<file path="config.mk">
export PLATFORM = sky130hd
export DESIGN_NAME = btn_deb_multi_ce
export DESIGN_NICKNAME = d
export VERILOG_FILES = /design/src/rtl/btn_pkg.sv /design/src/rtl/btn_deb_chan.sv /design/src/rtl/btn_deb_multi_ce.sv
export SDC_FILE = /design/constraint.sdc
export NUM_CORES = 1
export LEC_CHECK = 0
export ABC_AREA = 1
export CAP_MARGIN = 20
export CORE_AREA = 2 2 122 124
export CTS_CLUSTER_DIAMETER = 40
export DETAILED_ROUTE_END_ITERATION = 10
export DIE_AREA = 0 0 124 126
export PLACE_DENSITY = 0.7
export SLEW_MARGIN = 40
export SYNTH_ARGS = -nofsm -noshare
export SYNTH_HDL_FRONTEND = slang
export SYNTH_SLANG_ARGS = --single-unit
</file>
<file path="constraint.sdc">
create_clock -name clk -period 1.5 [get_ports clk]
set_input_delay 0.375 -clock clk [delete_from_list [all_inputs] [get_ports clk]]
set_output_delay 0.375 -clock clk [all_outputs]
set_load 0.03 [all_outputs]
</file>
<file path="src/rtl/btn_pkg.sv">
// Shared types and helpers for the multi-channel button conditioner.
package btn_pkg;

    typedef enum logic [1:0] {
        IDLE   = 2'd0,
        HOLD   = 2'd1,
        REPEAT = 2'd2
    } btn_state_t;

    // Milliseconds to sample-strobe count, rounded up and never below one sample.
    function automatic int unsigned ms_to_samples(input int unsigned ms, input int unsigned ce_hz);
        int unsigned n;
        n = (ms * ce_hz + 32'd999) / 32'd1000;
        return (n < 32'd1) ? 32'd1 : n;
    endfunction

endpackage

</file>
<file path="src/rtl/btn_deb_chan.sv">
// One button channel: synchroniser, debounce, hold/long/repeat FSM and pulse registers.
// Auto-repeat hardware is built only when BTN_AUTOREPEAT_EN is defined.
module btn_deb_chan
    import btn_pkg::*;
#(
    parameter bit          ACTIVE_LOW   = 1'b1,
    parameter int unsigned SAMPLES      = 20,
    parameter int unsigned LONG_SAMPLES = 1000
`ifdef BTN_AUTOREPEAT_EN
    , parameter int unsigned REPEAT_SAMPLES = 200
`endif
) (
    input  logic clk,
    input  logic rst_n,
    input  logic sample_ce,
    input  logic btn_raw,
    output logic pressed,
    output logic press_pulse,
    output logic release_pulse,
    output logic long_pulse,
    output logic repeat_pulse
);

    localparam int unsigned CNT_W  = $clog2(SAMPLES + 1);
    localparam int unsigned HOLD_W = $clog2(LONG_SAMPLES + 1);

    logic              sync1;
    logic              sync2;
    logic              sample_c;
    logic              last_q;
    logic [CNT_W-1:0]  cnt_q;
    logic [CNT_W-1:0]  cnt_nxt_c;
    logic              pressed_nxt_c;
    logic              rise_c;
    logic              fall_c;

    btn_state_t        state_q;
    btn_state_t        state_nxt_c;
    logic [HOLD_W-1:0] hold_q;
    logic [HOLD_W-1:0] hold_nxt_c;
    logic              long_fire_c;

    // Sync flops idle at the released pin level so reset never looks like a press.
    always_ff @(posedge clk or negedge rst_n) begin
        if (!rst_n) begin
            sync1 <= ACTIVE_LOW;
            sync2 <= ACTIVE_LOW;
        end else begin
            sync1 <= btn_raw;
            sync2 <= sync1;
        end
    end

    assign sample_c = sync2 ^ ACTIVE_LOW;

    always_comb begin
        cnt_nxt_c     = cnt_q;
        pressed_nxt_c = pressed;
        if (sample_ce) begin
            if (sample_c != last_q) begin
                cnt_nxt_c = CNT_W'(1);
            end else if (cnt_q != CNT_W'(SAMPLES)) begin
                cnt_nxt_c = cnt_q + CNT_W'(1);
            end
            if (cnt_nxt_c == CNT_W'(SAMPLES)) begin
                pressed_nxt_c = sample_c;
            end
        end
    end

    assign rise_c = pressed_nxt_c & ~pressed;
    assign fall_c = ~pressed_nxt_c & pressed;

    // Edge pulses are registered alongside the level, so they cover its first clk.
    always_ff @(posedge clk or negedge rst_n) begin
        if (!rst_n) begin
            last_q        <= 1'b0;
            cnt_q         <= '0;
            pressed       <= 1'b0;
            press_pulse   <= 1'b0;
            release_pulse <= 1'b0;
        end else begin
            if (sample_ce) begin
                last_q <= sample_c;
            end
            cnt_q         <= cnt_nxt_c;
            pressed       <= pressed_nxt_c;
            press_pulse   <= rise_c;
            release_pulse <= fall_c;
        end
    end

`ifdef BTN_AUTOREPEAT_EN
    localparam int unsigned REP_W = $clog2(REPEAT_SAMPLES + 1);

    logic [REP_W-1:0] rep_q;
    logic [REP_W-1:0] rep_nxt_c;
    logic             rep_fire_c;
`endif

    // Next-state logic; a release on the threshold CE pre-empts the long press.
    always_comb begin
        state_nxt_c = state_q;
        hold_nxt_c  = hold_q;
        long_fire_c = 1'b0;
`ifdef BTN_AUTOREPEAT_EN
        rep_nxt_c   = rep_q;
        rep_fire_c  = 1'b0;
`endif
        if (sample_ce) begin
            if (fall_c) begin
                state_nxt_c = IDLE;
            end else begin
                case (state_q)
                    IDLE: begin
                        if (rise_c) begin
                            state_nxt_c = HOLD;
                            hold_nxt_c  = '0;
                        end
                    end
                    HOLD: begin
                        if (hold_q != HOLD_W'(LONG_SAMPLES)) begin
                            hold_nxt_c = hold_q + HOLD_W'(1);
                            if (hold_nxt_c == HOLD_W'(LONG_SAMPLES)) begin
                                long_fire_c = 1'b1;
`ifdef BTN_AUTOREPEAT_EN
                                state_nxt_c = REPEAT;
                                rep_nxt_c   = '0;
`endif
                            end
                        end
                    end
`ifdef BTN_AUTOREPEAT_EN
                    REPEAT: begin
                        if (rep_q + REP_W'(1) == REP_W'(REPEAT_SAMPLES)) begin
                            rep_fire_c = 1'b1;
                            rep_nxt_c  = '0;
                        end else begin
                            rep_nxt_c = rep_q + REP_W'(1);
                        end
                    end
`endif
                    default: state_nxt_c = IDLE;
                endcase
            end
        end
    end

    always_ff @(posedge clk or negedge rst_n) begin
        if (!rst_n) begin
            state_q    <= IDLE;
            hold_q     <= '0;
            long_pulse <= 1'b0;
        end else begin
            state_q    <= state_nxt_c;
            hold_q     <= hold_nxt_c;
            long_pulse <= long_fire_c;
        end
    end

`ifdef BTN_AUTOREPEAT_EN
    always_ff @(posedge clk or negedge rst_n) begin
        if (!rst_n) begin
            rep_q        <= '0;
            repeat_pulse <= 1'b0;
        end else begin
            rep_q        <= rep_nxt_c;
            repeat_pulse <= rep_fire_c;
        end
    end
`else
    assign repeat_pulse = 1'b0;
`endif

endmodule

</file>
<file path="src/rtl/btn_deb_multi_ce.sv">
// N-channel button conditioner on a shared sample strobe; one btn_deb_chan per button.
// Define BTN_AUTOREPEAT_EN to build the auto-repeat stage.
module btn_deb_multi_ce
    import btn_pkg::*;
#(
    parameter int unsigned N_BTN      = 4,
    parameter int unsigned STABLE_MS  = 20,
    parameter int unsigned CE_HZ      = 1000,
    parameter bit          ACTIVE_LOW = 1'b1,
    parameter int unsigned LONG_MS    = 1000,
    parameter int unsigned REPEAT_MS  = 200
) (
    input  logic             clk,
    input  logic             rst_n,
    input  logic             sample_ce,
    input  logic [N_BTN-1:0] btn_raw,
    output logic [N_BTN-1:0] pressed,
    output logic [N_BTN-1:0] press_pulse,
    output logic [N_BTN-1:0] release_pulse,
    output logic [N_BTN-1:0] long_pulse,
    output logic [N_BTN-1:0] repeat_pulse
);

    localparam int unsigned SAMPLES      = ms_to_samples(STABLE_MS, CE_HZ);
    localparam int unsigned LONG_SAMPLES = ms_to_samples(LONG_MS, CE_HZ);
`ifdef BTN_AUTOREPEAT_EN
    localparam int unsigned REPEAT_SAMPLES = ms_to_samples(REPEAT_MS, CE_HZ);
`endif

    for (genvar i = 0; i < N_BTN; i++) begin : g_chan
        btn_deb_chan #(
            .ACTIVE_LOW     (ACTIVE_LOW),
            .SAMPLES        (SAMPLES),
            .LONG_SAMPLES   (LONG_SAMPLES)
`ifdef BTN_AUTOREPEAT_EN
            , .REPEAT_SAMPLES (REPEAT_SAMPLES)
`endif
        ) u_chan (
            .clk           (clk),
            .rst_n         (rst_n),
            .sample_ce     (sample_ce),
            .btn_raw       (btn_raw[i]),
            .pressed       (pressed[i]),
            .press_pulse   (press_pulse[i]),
            .release_pulse (release_pulse[i]),
            .long_pulse    (long_pulse[i]),
            .repeat_pulse  (repeat_pulse[i])
        );
    end

endmodule

</file>
==> reports/summary.txt <==
outcome = finished, violations left
violated checks = negative setup slack
highest net fanout along the worst path = 6
row cnt = 44
post-route cell area = 8000 µm²
crit path DAT = 2.12 ns
DRT met1 WL = 6110 µm
Starting Density = 0.390
Num CTS Buffers = 9
ys flop type = dfrtp_1
share of async-settable or async-resettable flops after synthesis = 1.00
clock skew = 0.00562 ns
vias in the first global route = 5140
GRT Overall Usage = 0.185
wire per inst = 13.5 µm
Placed Area = 6740 µm²
leak pwr = 4.05 nW
total power = 0.00917 W
via-per-instance ratio = 4.93
largest cells by area after synthesis = dfrtp_1 38%, nand2_1 14%, inv_1 6.2%
clk_lat worst skew = 0.35 ns
met2 wire length = 7400 µm
core box area = 14300 µm²
worst hold-check path type = reg -> reg
Post-synth EDFFs = 0
R2R Setup Slk = -0.38 ns
clock slew at reported path FFs = 0.07 ns
sequential area share after synthesis = 0.414
Die W = 124 µm
setup ws final = -0.380 ns
Power Dens Cells = 1150 nW/µm²
fmax = 0.532 GHz
share of cells above drive strength 1 = 0.396
DP Wirelength = 8770 µm
synth-to-layout area growth = 43.4%
Sum Neg Setup Slack = -16.16 ns
Fillers = 1197
initial antenna violation count = 0
Via Count = 5277
Hold Fails Final Rpt = 0
Seq cells post-synth = 92
first-pass GRT wire length = 23000 µm
Synth area leader = dfrtp_1
critical path type = reg -> reg
Max Cap Viol = 0
clock buffer depth = 2
Yosys cell types = 38
total die area = 15600 µm²
number of port buffers = 22
Nets = 908
Final Max Slew Viols = 0
Min Hold Slack = 0.358 ns
number of remaining DRC errors = 0
min cycle time layout = 1.88 ns
post-synth top area share = 0.377
fin util = 0.559
DRT antenna net count = 0
antenna cells = 0
highest metal used = met4
Initial DRC Count = 297
Initial DRT Pass Iterations = 5
largest net degree at the start of global routing = 28
root buf cell = clkbuf_16
Final Wtd Congestion = 0.933
fin crit share = 1.25
unrepaired setup endpoints after global routing = true
CP required = 1.74 ns
Peak VDD IR = 526 µV
CP Launch Type = register
Ports = 27
die height = 126 µm
CTS tree = yes
mapped cell area = 5580 µm²
Syn Inst Count = 727
Total Wirelength = 14400 µm
WL met3 = 528 µm
Syn Area/Cell = 7.68 µm²
critical path endpoint category = register
gr ovfl total = 0
H-tree depth = 3
CTS Sinks = 92
Setup Viol. Count Final = 61
Warnings, synthesis = 0
layout by cell type, fill, tap and decap left out, types with 4 or more instances in the layout:
cell type / netlist / final
nor3_2: 0 / 4
o21ai_0: 26 / 18
nand4_4: 2 / 7
xor2_1: 18 / 15
dfstp_2: 8 / 8
dlygate4sd2_1: 0 / 12
nand3_4: 2 / 6
nand2_2: 8 / 51
a21oi_1: 6 / 4
ha_1: 20 / 11
nand3_1: 43 / 34
o22ai_1: 4 / 4
nor2_2: 8 / 11
buf_4: 20 / 127
o21ai_2: 0 / 6
inv_2: 9 / 28
ha_4: 0 / 6
nand3_2: 3 / 10
nor2_1: 66 / 57
nor3_1: 11 / 6
nand4_1: 37 / 37
xnor2_1: 8 / 7
buf_12: 0 / 5
buf_6: 4 / 15
dfrtp_1: 84 / 83
nand2_1: 213 / 157
inv_1: 92 / 69
nor2_4: 5 / 11
clkbuf_16: 0 / 9
conb_1: 1 / 4
clkdlybuf4s50_1: 0 / 5
nand2_4: 2 / 16
path summary, 6_finish.rpt:
path	from	endpoint	depth (start not counted)
setup / recovery	g_chan[0].u_chan.cnt_q[1]	g_chan[0].u_chan.hold_q[2]	13
hold / removal	g_chan[1].u_chan.sync1	g_chan[1].u_chan.sync2	0
setup reg to reg	g_chan[0].u_chan.cnt_q[1]	g_chan[0].u_chan.hold_q[2]	13
max in group asynchronous	rst_n	g_chan[2].u_chan.sync2	3
min in group asynchronous	rst_n	g_chan[3].u_chan.hold_q[6]	2
hold reg to reg	g_chan[1].u_chan.sync1	g_chan[1].u_chan.sync2	0
metrics by stage:
stage	worst slack [ns]	std cells
final	-0.380	1070
after global routing	-0.488	1070
after CTS	-0.305	1056
after detailed placement	-0.617	1018
after global placement	-0.606	1018
after floorplan	-0.176	730
power breakdown:
part / switching [W] / leakage [nW] / internal [W] / total, W
combinational: 0.00174 / 2.71 / 0.00155 / 0.00329
sequential: 0.000396 / 1.16 / 0.00284 / 0.00324
clock: 0.00102 / 0.170 / 0.00163 / 0.00264
total: 0.00315 / 4.05 / 0.00602 / 0.00917
kinds of logic (layout without fill, tap and decap cells):
kind of cell	after synthesis	after routing	share of synthesized area
buf+inv	135	285	0.111
compound gates	42	42	0.0424
flops	92	92	0.414
xor+xnor	26	26	0.0408
other cells	1	4	0.000672
fa+ha+maj	20	20	0.0448
simple gates	411	417	0.346
critical path: stages, from the launching register on:
cell and delay (ns):
dfrtp_1 0.41, inv_2 0.09, ha_4 0.14, nand2_2 0.05
inv_2 0.06, nand2_2 0.07, nand2_2 0.08, nand3_2 0.10
nor2_4 0.19, nand4_1 0.15, nand2_2 0.15, inv_2 0.09
nand3_1 0.11, nand2_1 0.07
Yosys cell counts (2+ instances only):
master    number
a21oi_1        6
a31oi_1        2
buf_2          2
buf_4         20
buf_6          4
clkbuf_1       7
dfrtp_1       84
dfstp_2        8
ha_1          20
inv_1         92
inv_2          9
nand2_1      213
nand2_2        8
nand2_4        2
nand3_1       43
nand3_2        3
nand3_4        2
nand3b_1       3
nand4_1       37
nand4_2        4
nand4_4        2
nor2_1        66
nor2_2         8
nor2_4         5
nor3_1        11
nor4_1         2
o21ai_0       26
o22ai_1        4
xnor2_1        8
xor2_1        18
area by class of cell:
class	instances	area, µm²	area share
clock buffers	9	225	0.0281
flip-flops and latches	92	2310	0.289
clock inverters	7	114	0.0142
repair buffers	167	1400	0.175
repair inverters	1	3.75	0.000469
multi-input cells	509	3320	0.415
inverters	101	397	0.0496
well taps	184	230	0.0288
per-layer routing:
layer / global-route usage / up-vias
met3: 0.0294 / 34
met2: 0.305 / 137
li1: - / 2614
met4: 0.0833 / 0
met5: 0 / -
met1: 0.237 / 2492
state kept, by name, indices dropped and copies added (netlist names):
register	count
g_chan.u_chan.hold_q	40
g_chan.u_chan.cnt_q	20
g_chan.u_chan.last_q	4
g_chan.u_chan.long_pulse	4
g_chan.u_chan.press_pulse	4
g_chan.u_chan.pressed	4
g_chan.u_chan.release_pulse	4
g_chan.u_chan.state_q	4
g_chan.u_chan.sync1	4
g_chan.u_chan.sync2	4
repair_timing:
item | CTS | global route
resized for setup | 106 | 96
hold buffers | 1 | 0
hold endpoints to repair | 15 | 0
cloned | 8 | 0
setup endpoints to repair | 75 | 64
pin swaps | 44 | 57
buffers inserted | 15 | 15
Note: power is estimated with default switching activity, not from simulation.
